--- src/rtl/matrix2_7_cfg_loader_pkg.sv ---
// Shared constants and types for the switch-matrix config loader.
// Holds tile geometry, side codes, frame constants and the FSM state type.
package matrix2_7_cfg_loader_pkg;

    localparam int NTB    = 5;
    localparam int NLR    = 4;
    localparam int DW     = 6;
    localparam int NENT   = 2 * NTB + 2 * NLR;
    localparam int WORD_W = NENT * DW;
    localparam int CS_W   = 8;

    localparam logic [7:0] SYNC = 8'hA5;

    localparam logic [2:0] SIDE_OFF    = 3'd0;
    localparam logic [2:0] SIDE_TOP    = 3'd1;
    localparam logic [2:0] SIDE_RIGHT  = 3'd2;
    localparam logic [2:0] SIDE_BOTTOM = 3'd3;
    localparam logic [2:0] SIDE_LEFT   = 3'd4;

    localparam int TOP_BASE   = 0;
    localparam int BOT_BASE   = 5;
    localparam int LEFT_BASE  = 10;
    localparam int RIGHT_BASE = 14;

    typedef enum logic [1:0] {
        ST_HUNT,
        ST_LOAD,
        ST_CSUM,
        ST_CHECK
    } state_t;

    function automatic logic [CS_W-1:0] entry_ext(input logic [DW-1:0] e);
        return {{(CS_W-DW){1'b0}}, e};
    endfunction

endpackage

--- src/rtl/matrix2_7_cfg_loader_if.sv ---
// Serial config bus between the chip config chain and one tile loader.
// master: drives cfg_valid/cfg_bit/cfg_abort; slave: drives word and status.
interface matrix2_7_cfg_loader_if;
    import matrix2_7_cfg_loader_pkg::*;

    logic              cfg_valid;
    logic              cfg_bit;
    logic              cfg_abort;
    logic [WORD_W-1:0] cfg_word;
    logic              cfg_commit;
    logic              cfg_error;
    logic              cfg_busy;
    logic              cfg_loaded;

    modport master (
        output cfg_valid, cfg_bit, cfg_abort,
        input  cfg_word, cfg_commit, cfg_error, cfg_busy, cfg_loaded
    );

    modport slave (
        input  cfg_valid, cfg_bit, cfg_abort,
        output cfg_word, cfg_commit, cfg_error, cfg_busy, cfg_loaded
    );

endinterface

--- src/rtl/matrix2_7_cfg_loader_entry_check.sv ---
// Combinational legality check of one route-select entry.
// Ports: entry_i (DW-bit entry), num_i (entry number), bad_o (illegal).
module matrix2_7_cfg_loader_entry_check
    import matrix2_7_cfg_loader_pkg::*;
(
    input  logic [DW-1:0] entry_i,
    input  logic [4:0]    num_i,
    output logic          bad_o
);

    localparam logic [2:0] NTB_IDX = 3'(NTB);
    localparam logic [2:0] NLR_IDX = 3'(NLR);
    localparam logic [4:0] NENT_N  = 5'(NENT);

    logic [2:0] side;
    logic [2:0] idx;

    assign side = entry_i[2:0];
    assign idx  = entry_i[5:3];

    always_comb begin
        bad_o = 1'b0;
        case (side)
            SIDE_OFF:               bad_o = 1'b0;
            SIDE_TOP, SIDE_BOTTOM:  bad_o = (idx >= NTB_IDX);
            SIDE_RIGHT, SIDE_LEFT:  bad_o = (idx >= NLR_IDX);
            default:                bad_o = 1'b1;
        endcase
        // Entry numbers past the last wire never map to a tile input.
        if (num_i >= NENT_N) begin
            bad_o = 1'b1;
        end
    end

endmodule

--- src/rtl/matrix2_7_cfg_loader.sv ---
// Framed serial config writer for the 5x4 switch-matrix tile.
// Ports: clk, rst (sync, active-high), bus (slave: serial in, word/status out).
module matrix2_7_cfg_loader
    import matrix2_7_cfg_loader_pkg::*;
(
    input  logic                         clk,
    input  logic                         rst,
    matrix2_7_cfg_loader_if.slave        bus
);

    localparam logic [6:0] LAST_BIT = 7'(WORD_W - 1);
    localparam logic [2:0] LAST_POS = 3'(DW - 1);
    localparam logic [6:0] LAST_CS  = 7'(CS_W - 1);

    state_t            state_q, state_d;
    logic [7:0]        sh_q, sh_d;
    logic [DW-2:0]     ent_q, ent_d;
    logic [2:0]        pos_q, pos_d;
    logic [4:0]        num_q, num_d;
    logic [6:0]        bit_cnt_q, bit_cnt_d;
    logic [WORD_W-1:0] stage_q, stage_d;
    logic [CS_W-1:0]   sum_q, sum_d;
    logic [CS_W-1:0]   csum_q, csum_d;
    logic              bad_q, bad_d;
    logic [WORD_W-1:0] word_q, word_d;
    logic              commit_q, commit_d;
    logic              error_q, error_d;
    logic              loaded_q, loaded_d;

    logic [DW-1:0]     new_ent;
    logic              ent_bad;

    assign new_ent = {ent_q, bus.cfg_bit};

    matrix2_7_cfg_loader_entry_check u_chk (
        .entry_i (new_ent),
        .num_i   (num_q),
        .bad_o   (ent_bad)
    );

    always_comb begin
        state_d   = state_q;
        sh_d      = sh_q;
        ent_d     = ent_q;
        pos_d     = pos_q;
        num_d     = num_q;
        bit_cnt_d = bit_cnt_q;
        stage_d   = stage_q;
        sum_d     = sum_q;
        csum_d    = csum_q;
        bad_d     = bad_q;
        word_d    = word_q;
        commit_d  = 1'b0;
        error_d   = 1'b0;
        loaded_d  = loaded_q;

        if (bus.cfg_abort) begin
            state_d = ST_HUNT;
            sh_d    = '0;
        end else begin
            unique case (state_q)
                ST_HUNT: begin
                    if (bus.cfg_valid) begin
                        sh_d = {sh_q[6:0], bus.cfg_bit};
                        // Compare the updated window so the next bit
                        // is already the first payload bit.
                        if (sh_d == SYNC) begin
                            state_d   = ST_LOAD;
                            bit_cnt_d = '0;
                            sum_d     = '0;
                            pos_d     = '0;
                            num_d     = '0;
                            ent_d     = '0;
                            bad_d     = 1'b0;
                        end
                    end
                end
                ST_LOAD: begin
                    if (bus.cfg_valid) begin
                        if (bit_cnt_q != LAST_BIT) begin
                            bit_cnt_d = bit_cnt_q + 7'd1;
                        end
                        if (pos_q == LAST_POS) begin
                            // First entry received ends up in the low slot.
                            stage_d = {new_ent, stage_q[WORD_W-1:DW]};
                            sum_d   = sum_q + entry_ext(new_ent);
                            bad_d   = bad_q | ent_bad;
                            num_d   = num_q + 5'd1;
                            pos_d   = '0;
                            ent_d   = '0;
                        end else begin
                            pos_d = pos_q + 3'd1;
                            ent_d = new_ent[DW-2:0];
                        end
                        if (bit_cnt_q == LAST_BIT) begin
                            state_d   = ST_CSUM;
                            bit_cnt_d = '0;
                        end
                    end
                end
                ST_CSUM: begin
                    if (bus.cfg_valid) begin
                        csum_d    = {csum_q[CS_W-2:0], bus.cfg_bit};
                        bit_cnt_d = bit_cnt_q + 7'd1;
                        if (bit_cnt_q == LAST_CS) begin
                            state_d = ST_CHECK;
                        end
                    end
                end
                ST_CHECK: begin
                    state_d = ST_HUNT;
                    sh_d    = '0;
                    if ((csum_q == sum_q) && !bad_q) begin
                        word_d   = stage_q;
                        commit_d = 1'b1;
                        loaded_d = 1'b1;
                    end else begin
                        error_d = 1'b1;
                    end
                end
                default: begin
                    state_d = ST_HUNT;
                    sh_d    = '0;
                end
            endcase
        end
    end

    always_ff @(posedge clk) begin
        if (rst) begin
            state_q   <= ST_HUNT;
            sh_q      <= '0;
            ent_q     <= '0;
            pos_q     <= '0;
            num_q     <= '0;
            bit_cnt_q <= '0;
            stage_q   <= '0;
            sum_q     <= '0;
            csum_q    <= '0;
            bad_q     <= 1'b0;
            word_q    <= '0;
            commit_q  <= 1'b0;
            error_q   <= 1'b0;
            loaded_q  <= 1'b0;
        end else begin
            state_q   <= state_d;
            sh_q      <= sh_d;
            ent_q     <= ent_d;
            pos_q     <= pos_d;
            num_q     <= num_d;
            bit_cnt_q <= bit_cnt_d;
            stage_q   <= stage_d;
            sum_q     <= sum_d;
            csum_q    <= csum_d;
            bad_q     <= bad_d;
            word_q    <= word_d;
            commit_q  <= commit_d;
            error_q   <= error_d;
            loaded_q  <= loaded_d;
        end
    end

    assign bus.cfg_word   = word_q;
    assign bus.cfg_commit = commit_q;
    assign bus.cfg_error  = error_q;
    assign bus.cfg_busy   = (state_q != ST_HUNT);
    assign bus.cfg_loaded = loaded_q;

endmodule

--- src/flat_wrapper.sv ---
// flat-port wrapper written by rule: the top's interface ports become plain ports
module matrix2_7_cfg_loader_flat import matrix2_7_cfg_loader_pkg::*;
  (clk, rst, bus_cfg_valid, bus_cfg_bit, bus_cfg_abort, bus_cfg_word, bus_cfg_commit, bus_cfg_error, bus_cfg_busy, bus_cfg_loaded);
  matrix2_7_cfg_loader_if bus_i ();
  input  logic clk;
  input  logic rst;
  input wire logic [$bits(bus_i.cfg_valid)-1:0] bus_cfg_valid;
  input wire logic [$bits(bus_i.cfg_bit)-1:0] bus_cfg_bit;
  input wire logic [$bits(bus_i.cfg_abort)-1:0] bus_cfg_abort;
  output wire logic [$bits(bus_i.cfg_word)-1:0] bus_cfg_word;
  output wire logic [$bits(bus_i.cfg_commit)-1:0] bus_cfg_commit;
  output wire logic [$bits(bus_i.cfg_error)-1:0] bus_cfg_error;
  output wire logic [$bits(bus_i.cfg_busy)-1:0] bus_cfg_busy;
  output wire logic [$bits(bus_i.cfg_loaded)-1:0] bus_cfg_loaded;
  assign bus_i.cfg_valid = bus_cfg_valid;
  assign bus_i.cfg_bit = bus_cfg_bit;
  assign bus_i.cfg_abort = bus_cfg_abort;
  assign bus_cfg_word = bus_i.cfg_word;
  assign bus_cfg_commit = bus_i.cfg_commit;
  assign bus_cfg_error = bus_i.cfg_error;
  assign bus_cfg_busy = bus_i.cfg_busy;
  assign bus_cfg_loaded = bus_i.cfg_loaded;
  matrix2_7_cfg_loader u_core (.clk(clk), .rst(rst), .bus(bus_i));
endmodule
--- config.mk ---
export PLATFORM = sky130hd
export DESIGN_NAME = matrix2_7_cfg_loader_flat
export DESIGN_NICKNAME = d
export VERILOG_FILES = /design/src/rtl/matrix2_7_cfg_loader_pkg.sv /design/src/rtl/matrix2_7_cfg_loader_if.sv /design/src/rtl/matrix2_7_cfg_loader_entry_check.sv /design/src/rtl/matrix2_7_cfg_loader.sv /design/src/flat_wrapper.sv
export SDC_FILE = /design/constraint.sdc
export NUM_CORES = 1
export LEC_CHECK = 0
export BUFFER_PORTS_ARGS = -buffer_cell sky130_fd_sc_hd__clkbuf_2
export CAP_MARGIN = 20
export CORE_MARGIN = 2
export CORE_UTILIZATION = 40
export DETAILED_ROUTE_END_ITERATION = 7
export GPL_TIMING_DRIVEN = 0
export SYNTH_ARGS = -nofsm -noshare
export SYNTH_HDL_FRONTEND = slang
export SYNTH_SLANG_ARGS = --single-unit
--- constraint.sdc ---
create_clock -name clk -period 2.59 [get_ports clk]
set_clock_uncertainty 0.2 [all_clocks]
set_input_delay 0.518 -clock clk [delete_from_list [all_inputs] [get_ports clk]]
set_output_delay 0.518 -clock clk [all_outputs]
set_load 0.05 [all_outputs]
==> metrics <==
placement-stage cell area 11200 um^2; routability cong. 0.810; initial antenna violation count 0; vias in the first global route 8429; Max FO, Critical Path 10; Critical Path Start Type flop; Total GRT Usage 19.4%; pin count of the biggest net entering global routing 14; CTS buffer count 29; Avg Vias per Cell 5.17; Clock Path Buffers 3; post-route cell area 12300 um^2; period utilisation layout 93.8%; Post-DP HPWL 18.6 mm; # clock sinks 265; top cells by count, synth dfxtp_1, nand2_1, a21oi_1; sequential fraction of the synthesis area 51.8%; cell area after synthesis 10200 um^2; Syn-to-layout area delta 20.0%; synth top area cells dfxtp_1, a21oi_1, nand2_1, o21ai_0, nand3_1; critical path type flop to flop; path type of the worst min-delay path primary input to flop; status completed; Die Y 164 um; drt first pass iters 7; number of filler cells placed in the layout 2500; setup TNS 0 ns; Die Wd 164 um; DRC 0; post-synth top area cell dfxtp_1; Critical Path End Type flop; gr ovfl total 0; max frequency 412 MHz; Post-layout nets 1404; Async SR Flop Fraction 0%; top-count cell post-synth dfxtp_1; crit path time final 2.43 ns; Synth Register Bits 265; final hold slack 0.180 ns; 1st-iter DRT viols 577; Ant. Diodes 0; Power Dens Cells 695 nW/um^2; I/O pin total 117; Port Buf Inserts 115; Synth Flop Type dfxtp_1; post-DR wirelength/cell 15.3 um; Synth Instances 1236; Mapped Nets 1257; max-slew violation count 0; Max H-tree Level 1; ANT nets after route 0; worst-margin pin slew 0.730 ns; via count 8964; Core Region 25200 um^2; CTS Hold Buffers Added 0; final WL 26.5 mm; Slew Limit Headroom 51.2%; initial core utilization 40.6%; Synth cell types 55; TritonCTS clock tree done; maximum vdd drop 0.458 mV; area share of the largest cell type after synthesis 51.8%; YS warnings 0; Critical Path RT 2.84 ns; clk slew on worst S/H paths 0.06 ns; Std-Cell Rows 58; RSZ-0062 raised after global routing yes; layout cells sized above 1 14.7%; Post-synth EDFFs 0; Die Area 26900 um^2; Hold Vio Cnt, Final 0; arrival time worst endpoint 2.67 ns; first-pass GRT wire length 42.6 mm; Clk Latency, worst-skew pair 0.54 ns; max-cap violations 0; average size of a mapped cell 8.28 um^2; Setup Viol. Count Final 0; LEAKAGE 4.44 nW; Clock Tree Root clkbuf_16
## where the power goes
group          switching (mW)  total [mW]  internal [mW]
sequential           0.000414        4.08           4.08
clock                    1.67        4.34           2.67
combinational          0.0951       0.115         0.0199
total                    1.77        8.53           6.76
## state kept, by name, indices dropped and copies added, names as in the netlist
signal,flops
u_core.state_q,2
u_core.bus.cfg_loaded,1
u_core.csum_q,8
u_core.pos_q,3
u_core.bit_cnt_q,7
u_core.stage_q,108
u_core.ent_q,5
u_core.sum_q,8
u_core.bus.cfg_error,1
u_core.bad_q,1
u_core.sh_q,7
u_core.num_q,5
u_core.bus.cfg_word,108
u_core.bus.cfg_commit,1
## area by class of cell
cell class                 instances  area, um^2  area share [%]
sequential                       265        5310            43.2
multi-input combinational        858        4500            36.6
clock buffer                      38         800            6.51
timing repair buffer             117         591            4.81
tap                              330         413            3.36
buffer                            98         404            3.29
clock inverter                    15         211            1.72
inverter                          14        52.6           0.428
## timing repair
action,in CTS,in global routing
buffers inserted,2,0
setup endpoints to repair,130,112
resized for setup,3,19
pin swaps,1,0
cloned,0,0
## kinds of logic (layout without fill, tap and decap cells)
logic type,Yosys count,after routing,share of synthesized area [%]
buffers and inverters,113,282,4.35
adders and majority gates,16,16,2.03
xor gates and xnor gates,10,10,0.856
muxes,13,13,1.28
AOI/OAI and AO/OA,383,383,20.5
and+or+nand+nor,436,436,19.1
DFF,265,265,51.8
## worst paths after layout
kind / cells after the start / from / endpoint / slack, ns
worst max register to register: 8 / u_core.state_q[1] / u_core.bit_cnt_q[4] / 0.16
worst min-delay path: 3 / bus_cfg_bit / u_core.stage_q[102] / 0.18
worst max-delay path: 8 / u_core.state_q[1] / u_core.bit_cnt_q[4] / 0.16
worst min register to register: 2 / u_core.stage_q[0] / u_core.stage_q[0] / 0.26
## layer usage
layer  share of wire (%)  GRT usage (%)
met5                   0              0
met1                  49           26.9
met3                 4.1           2.75
met2                  45           31.6
met4                 2.4           5.22
## layout by cell type, fill, tap and decap left out, drive strengths merged, types with 8 or more instances in the layout
cell,n
dfxtp,265
clkbuf,235
nand2,230
a21oi,218
o21ai,112
nand3,105
nor2,43
nor2b,20
buf,18
inv,15
ha,15
mux2i,12
o22a,12
xor2,8
## metrics by stage
stage	utilization [%]	cells	power (mW)	setup WS [ns]
finish	48.8	1735	8.53	0.161
global route	48.8	1735	8.78	0.00198
CTS	48.7	1736	8.62	0.0268
detailed placement	44.6	1681	4.28	-0.461
global placement	44.6	1681	4.28	-0.457
floorplan	-	1236	4.24	0.125
## critical path: stages (launching register included)
cell and delay [ns]:
dfxtp_2 0.37, inv_1 0.09, ha_1 0.20, clkbuf_2 0.19
nor3_2 0.14, o21ai_0 0.12, or3b_4 0.45, or4_1 0.49
o31ai_1 0.09
Note: power is estimated with default switching activity, not from simulation.
